--- src/rtl/damage_resolver.sv ---
// damage_resolver: resolves one attack at a time against two 8-bit HP pools.
//
// Flow: IDLE captures an attack; CALC registers its damage; APPLY subtracts it
// from the target with a floor at 0; CHECK pulses o_done and moves to OVER if
// the target is at 0 HP, otherwise back to IDLE. i_restart wins in every state.
//
// Ports:
//   i_clk, i_reset_n      clock (rising edge), asynchronous active-low reset
//   i_valid               attack presented (sampled only in IDLE)
//   i_state[1:0]          00 NO_HIT, 01 CRITICAL, 10 NORMAL, 11 MISS
//   i_type[1:0]           00 STANDBY, 01 LIGHT, 10 HEAVY, 11 reserved (= STANDBY)
//   i_isPlayer            1: player attacks CPU, 0: CPU attacks player
//   i_restart             synchronous new-match request
//   o_ready               high only in IDLE
//   o_done                one-cycle pulse per resolved attack
//   o_player_hp/o_cpu_hp  current HP
//   o_damage              damage of the last resolved attack
//   o_game_over/o_winner  a side reached 0 HP / 1 = player won
//
// Optional build macro HIT_COUNT_EN adds o_player_hits / o_cpu_hits, the
// saturating counts of nonzero-damage hits landed by each side.
module damage_resolver #(
    parameter logic [7:0] PLAYER_MAX_HP = 8'd100,
    parameter logic [7:0] CPU_MAX_HP    = 8'd100,
    parameter logic [7:0] LIGHT_DMG     = 8'd8,
    parameter logic [7:0] HEAVY_DMG     = 8'd15
) (
    input  logic       i_clk,
    input  logic       i_reset_n,
    input  logic       i_valid,
    input  logic [1:0] i_state,
    input  logic [1:0] i_type,
    input  logic       i_isPlayer,
    input  logic       i_restart,
    output logic       o_ready,
    output logic       o_done,
    output logic [7:0] o_player_hp,
    output logic [7:0] o_cpu_hp,
    output logic [7:0] o_damage,
    output logic       o_game_over,
    output logic       o_winner
`ifdef HIT_COUNT_EN
    ,
    output logic [7:0] o_player_hits,
    output logic [7:0] o_cpu_hits
`endif
);

    typedef enum logic [2:0] {IDLE, CALC, APPLY, CHECK, OVER} state_t;

    state_t     state, state_nxt;
    logic [1:0] atk_state, atk_type;
    logic       atk_player;
    logic [7:0] dmg_q;
    logic [7:0] base_dmg, calc_dmg;
    logic [8:0] dbl_dmg;
    logic [7:0] target_hp, target_after;
    logic       target_zero;

    // Damage from the captured attack
    always_comb begin
        base_dmg = 8'd0;
        case (atk_type)
            2'b01:   base_dmg = LIGHT_DMG;
            2'b10:   base_dmg = HEAVY_DMG;
            default: base_dmg = 8'd0;
        endcase
        dbl_dmg  = {base_dmg, 1'b0};
        calc_dmg = 8'd0;
        case (atk_state)
            2'b10:   calc_dmg = base_dmg;
            2'b01:   calc_dmg = dbl_dmg[8] ? 8'hFF : dbl_dmg[7:0];
            default: calc_dmg = 8'd0;
        endcase
    end

    // Target is the side that did not attack
    always_comb begin
        target_hp    = atk_player ? o_cpu_hp : o_player_hp;
        target_after = (target_hp >= dmg_q) ? (target_hp - dmg_q) : 8'd0;
        target_zero  = (target_hp == 8'd0);
    end

    // FSM: state register
    always_ff @(posedge i_clk or negedge i_reset_n) begin
        if (!i_reset_n) state <= IDLE;
        else            state <= state_nxt;
    end

    // FSM: next state
    always_comb begin
        state_nxt = state;
        if (i_restart) begin
            state_nxt = IDLE;
        end else begin
            case (state)
                IDLE:    if (i_valid) state_nxt = CALC;
                CALC:    state_nxt = APPLY;
                APPLY:   state_nxt = CHECK;
                CHECK:   state_nxt = target_zero ? OVER : IDLE;
                OVER:    state_nxt = OVER;
                default: state_nxt = IDLE;
            endcase
        end
    end

    // FSM: outputs
    always_comb begin
        o_ready = (state == IDLE);
    end

    // Datapath
    always_ff @(posedge i_clk or negedge i_reset_n) begin
        if (!i_reset_n) begin
            atk_state   <= 2'b00;
            atk_type    <= 2'b00;
            atk_player  <= 1'b0;
            dmg_q       <= 8'd0;
            o_player_hp <= PLAYER_MAX_HP;
            o_cpu_hp    <= CPU_MAX_HP;
            o_damage    <= 8'd0;
            o_done      <= 1'b0;
            o_game_over <= 1'b0;
            o_winner    <= 1'b0;
        end else if (i_restart) begin
            // Any in-flight attack is dropped here, so no o_done follows
            dmg_q       <= 8'd0;
            o_player_hp <= PLAYER_MAX_HP;
            o_cpu_hp    <= CPU_MAX_HP;
            o_damage    <= 8'd0;
            o_done      <= 1'b0;
            o_game_over <= 1'b0;
            o_winner    <= 1'b0;
        end else begin
            o_done <= 1'b0;
            case (state)
                IDLE: begin
                    if (i_valid) begin
                        atk_state  <= i_state;
                        atk_type   <= i_type;
                        atk_player <= i_isPlayer;
                    end
                end
                CALC: dmg_q <= calc_dmg;
                APPLY: begin
                    if (atk_player) o_cpu_hp    <= target_after;
                    else            o_player_hp <= target_after;
                    o_damage <= dmg_q;
                end
                CHECK: begin
                    o_done <= 1'b1;
                    if (target_zero) begin
                        o_game_over <= 1'b1;
                        o_winner    <= atk_player;
                    end
                end
                default: ;
            endcase
        end
    end

`ifdef HIT_COUNT_EN
    always_ff @(posedge i_clk or negedge i_reset_n) begin
        if (!i_reset_n) begin
            o_player_hits <= 8'd0;
            o_cpu_hits    <= 8'd0;
        end else if (i_restart) begin
            o_player_hits <= 8'd0;
            o_cpu_hits    <= 8'd0;
        end else if (state == APPLY && dmg_q != 8'd0) begin
            if (atk_player) begin
                if (o_player_hits != 8'hFF) o_player_hits <= o_player_hits + 8'd1;
            end else begin
                if (o_cpu_hits != 8'hFF) o_cpu_hits <= o_cpu_hits + 8'd1;
            end
        end
    end
`endif

endmodule
--- config.mk ---
export PLATFORM = sky130hd
export DESIGN_NAME = damage_resolver
export DESIGN_NICKNAME = d
export VERILOG_FILES = /design/src/rtl/damage_resolver.sv
export SDC_FILE = /design/constraint.sdc
export NUM_CORES = 1
export LEC_CHECK = 0
export ABC_AREA = 1
export CORE_MARGIN = 10
export CORE_UTILIZATION = 54
export CTS_BUF_LIST = sky130_fd_sc_hd__clkbuf_2 sky130_fd_sc_hd__clkbuf_4 sky130_fd_sc_hd__clkbuf_8
export DETAILED_ROUTE_END_ITERATION = 16
export PLACE_DENSITY = 0.86
export SYNTH_ARGS = -nofsm -noshare
export SYNTH_HDL_FRONTEND = slang
export SYNTH_SLANG_ARGS = --single-unit
--- constraint.sdc ---
create_clock -name i_clk -period 2.2 [get_ports i_clk]
set_input_delay 0.44 -clock i_clk [delete_from_list [all_inputs] [get_ports i_clk]]
set_output_delay 0.44 -clock i_clk [all_outputs]
set_load 0.005 [all_outputs]
==> metrics list <==
- The number of antenna violations at the first check in global routing came to 0.
- Hold Path End: o_damage[4]$_DFFE_PN0P_
- Leading cell type in the layout, fill and taps excluded: nand2_1
- The Yosys step of the flow raised 0 warnings.
* Relative contribution of sequential cells to total power: 32.7%
- The signal on the critical path passes through buf_6, o21ai_2, inv_1, ha_4, nand2_1, nor2_2, nand2_2, nand2_4, nor2_4, nor2_4, nand2_2, o21ai_2.
- After the last flow step, the layout net total stands at approximately 320.
- Of the available clock period, the critical path in the final layout requires approximately 96%.
* Diode insertion count for antenna repair: 0
* Signal arrival time at the worst endpoint: 2.32 ns
- The total overflow left after global routing is 0.
- Footprint of the multi-input gates: 1090 um^2
* Internal cell power: approximately 1700 uW
- Worst Hold Launch: o_damage[4]$_DFFE_PN0P_
- Input and output buffers added on the ports amount to 33.
- Worst path top cell family by delay: simple AND/OR/NAND/NOR gates
- CP max FO: 8
* Gate Count Post-Synth: 261
- Mean Syn Cell Area: approximately 8 um^2
* Total routing usage reported by global routing: roughly 16%
- Across the run, the number of max-cap violations was 0.
- Dividing the detail-routed via count by the number of cells gives 5.12.
- In this run the power density over the cells is 1050 nW/um^2.
* Min Clock Period, post-route: 2.10 ns
* Num Clock Sinks: 35
* DRC viols: 0
- The cell area that synthesis handed to floorplanning was 2080 um^2.
- Number of max-slew violations in the final report: 0
- The total count of hold-check failures in the final report came to 0.
* Required time worst endpoint: 2.42 ns
- After clock tree synthesis, the clock-pin slew on the worst setup and hold paths is approximately 0.07 ns.
- The filler cells instantiated in the layout total about 290.
* Type of element capturing the critical path: flip-flop
- Die height: 82.1 um
- In this run the core area contains 22 standard-cell rows.
* Logic gate share of total power: approximately half
- Number of distinct library cells after synthesis: 32
- CP Class: reg -> reg
* Sum of routed wire length over all layers: 5040 um
- Share of final-layout standard cells stronger than drive strength 1: 22.0%
* CTS buffer count: 5
* Ports placed on the boundary: 37
* ANT nets after route: 0
- The startpoint identified for the worst register-to-register timing path is atk_player$_DFFE_PN0P_.
- The number of cells on the worst reg-to-reg path is 12.
- In this run, the number of DRC markers left after iteration 0 of detailed routing was 162.
- TritonCTS built the clock tree.
- Htree depth: 2
- Proportion of synthesized chip area in sequential cells: 42.5%
- For this run, the number of standard cells in the final layout without fillers is ~350.
- Internal reg-to-reg setup slack: 0.1 ns
* Critical path buffers and inverters: 2
- Summing all flip-flop and latch instances after layout gives 885 um^2.
- For this run, the detailed router's first-pass iteration total came to 4.
* Net switching power: about 1100 uW
- The area growth from synthesis to layout is 27.5%.
* Core area: ~3700 um^2
* Endpoint of the most critical register-to-register path: o_cpu_hp[3]$_DFFE_PN0P_
- Hold Slack: 0.471 ns
- Die area: 6730 um^2
- The worst hold path belongs to the class reg -> reg.
- On the worst path, the slowest cell contributes a delay of 0.44 ns.
- Maximum number of pins on one net before global-route repair: 36
- After legalization and detailed placement, the total HPWL measured 3790 um.
* Count of placed standard cells including taps: approximately 340
- Total via count after detailed routing: 1,802
* Number of global-route vias before repair: 1,686
* Width of the die: 82.1 um
* Gp weighted congestion: around 1.0
- Peak supply drop: 0.000639 V
- FF+latch count, synth: 35
- Static timing analysis puts the maximum clock frequency at between 400 and 500 MHz.
* Worst setup SP type: flip-flop
- Setup total negative slack: 0 ns
* Clock root buffer: clkbuf_8
* Detail-routed net length per standard cell: 14.3 um
* Most used cells in the layout excluding fill and tap cells: nand2_1 (75), clkdlybuf4s50_1 (33), inv_1 (28), dfrtp_1 (28), nor2_1 (17)
- Clk pwr share: around 18%
- Run status: completed
- Setup violations remaining at the end of the flow were counted as 0.
- The worst hold path was traced through 2 stages.
- The clock reaches the later pin of the worst-skew pair after 0.29 ns.
- Clock skew: 0.00242 ns
- The first global-routing pass estimated 8100 um of wire.
- Switching power as a share of total power: 39.9%
- Initial core utilization: 56.4%
- Number of buffers on the longest clock path: 2
- On the critical path, the stage with the largest delay is an instance of dfrtp_2.
- Leakage power summed over all cells: around 0.0013 uW
==> registers in the layout, indices dropped and copies added (netlist names), 2 cells and up <==
signal and count:
atk_type 2, atk_state 2, dmg_q 4, o_damage 4, o_cpu_hp 8, o_player_hp 8, state 3
==> worst max path at each step <==
stage          cells past startpoint  slack [ns]                          to              startpoint
2_1_floorplan                     15        0.21     o_cpu_hp[3]$_DFFE_PN0P_  atk_player$_DFFE_PN0P_
3_3_place_gp                      12        0.08  o_player_hp[0]$_DFFE_PN0P_  atk_player$_DFFE_PN0P_
3_5_place_dp                      12        0.02     o_cpu_hp[3]$_DFFE_PN0P_  atk_player$_DFFE_PN0P_
4_1_cts                           12        0.04     o_cpu_hp[3]$_DFFE_PN0P_  atk_player$_DFFE_PN0P_
5_1_grt                           15       -0.03     o_cpu_hp[3]$_DFFE_PN0P_  atk_player$_DFFE_PN0P_
6_report                          12         0.1     o_cpu_hp[3]$_DFFE_PN0P_  atk_player$_DFFE_PN0P_
==> synthesized netlist by cell type <==
master,number,area share (%)
nand2_2,11,3.3
nor2_8,1,0.96
nand3_2,1,0.48
conb_1,1,0.18
o31ai_1,3,1.1
xor2_1,1,0.42
buf_2,2,0.48
nor2_4,4,2.2
nand4_1,8,2.4
xnor2_1,1,0.42
nor3_2,1,0.48
nand2_1,78,14
o21ai_1,6,1.4
dfrtp_1,29,35
nor3_1,3,0.72
a21o_1,1,0.36
buf_4,5,1.8
inv_1,29,5.2
a21oi_1,9,2.2
o21ai_0,3,0.72
nor2_2,1,0.30
mux2_2,1,0.54
nor2_1,18,3.2
fa_1,1,0.96
dfstp_2,6,7.6
buf_6,1,0.54
ha_1,9,5.4
nand2_4,2,1.1
inv_2,6,1.1
o21ai_2,4,1.7
o211ai_1,1,0.36
nand3_1,14,3.4
==> layer usage <==
| metal | part of all wire [%] | global-route usage (%) | wire length (um) | up-vias |
|---|---|---|---|---|
| met3 | 7.6 | 4.15 | 383 | 13 |
| met4 | 2.3 | 7.99 | 114 | 0 |
| met5 | 0 | 0 | 0 | - |
| met1 | 45 | 19.9 | 2250 | 824 |
| met2 | 46 | 24.1 | 2290 | 57 |
| li1 | - | - | - | 908 |
==> worst register-to-register path, cell delays in order (launching register included) <==
cell and delay, ns:
dfrtp_2 0.44, buf_6 0.15, o21ai_2 0.15, inv_1 0.09, ha_4 0.31, nand2_1 0.10
nor2_2 0.16, nand2_2 0.08, nand2_4 0.08, nor2_4 0.05, nor2_4 0.21, nand2_2 0.11
o21ai_2 0.12
==> per-stage QoR <==
step | setup WS (ns) | cell area [um^2] | util, % | total power, uW
after floorplan | 0.209 | 2090 | - | 1730
after global placement | 0.0795 | 2460 | 66.8 | 2140
after detailed placement | 0.0186 | 2460 | 66.8 | 2160
after CTS | 0.0367 | 2570 | 69.6 | 2670
after global routing | -0.0307 | 2650 | 71.9 | 2990
final | 0.0959 | 2650 | 71.9 | 2770
==> cells by family (layout without fill, tap and decap cells) <==
| kind of cell | after synthesis | count (layout) | share of synthesized area (%) |
|---|---|---|---|
| and+or+nand+nor | 142 | 142 | 32.6 |
| buffers and inverters | 43 | 84 | 9.15 |
| DFF | 35 | 35 | 42.5 |
| AOI/OAI and AO/OA | 27 | 27 | 7.82 |
| adders and majority gates | 10 | 10 | 6.38 |
| xor gates and xnor gates | 2 | 2 | 0.843 |
| other | 1 | 3 | 0.180 |
| muxes | 1 | 1 | 0.541 |
==> timing repair <==
action,in CTS,in global routing
endpoints found under the setup margin,1,16
gates resized for setup,1,17
hold buffers,0,0
buffers inserted,0,2
pin swaps,0,4
==> power by group through the flow <==
stage	Clock [uW]	Combinational [uW]	Sequential [uW]
floorplan	0	829	899
global placement	0	1230	911
detailed placement	0	1250	913
CTS	497	1270	903
global route	529	1540	921
finish	484	1380	905
==> cell type report <==
| class | instances | share of cell area (%) |
|---|---|---|
| inverter | 35 | 4.96 |
| clock buffer | 8 | 3.45 |
| timing repair buffer | 41 | 14.9 |
| tap | 48 | 2.27 |
| multi-input combinational | 185 | 41.1 |
| sequential | 35 | 33.4 |
Power figures use the tool's default switching activity.
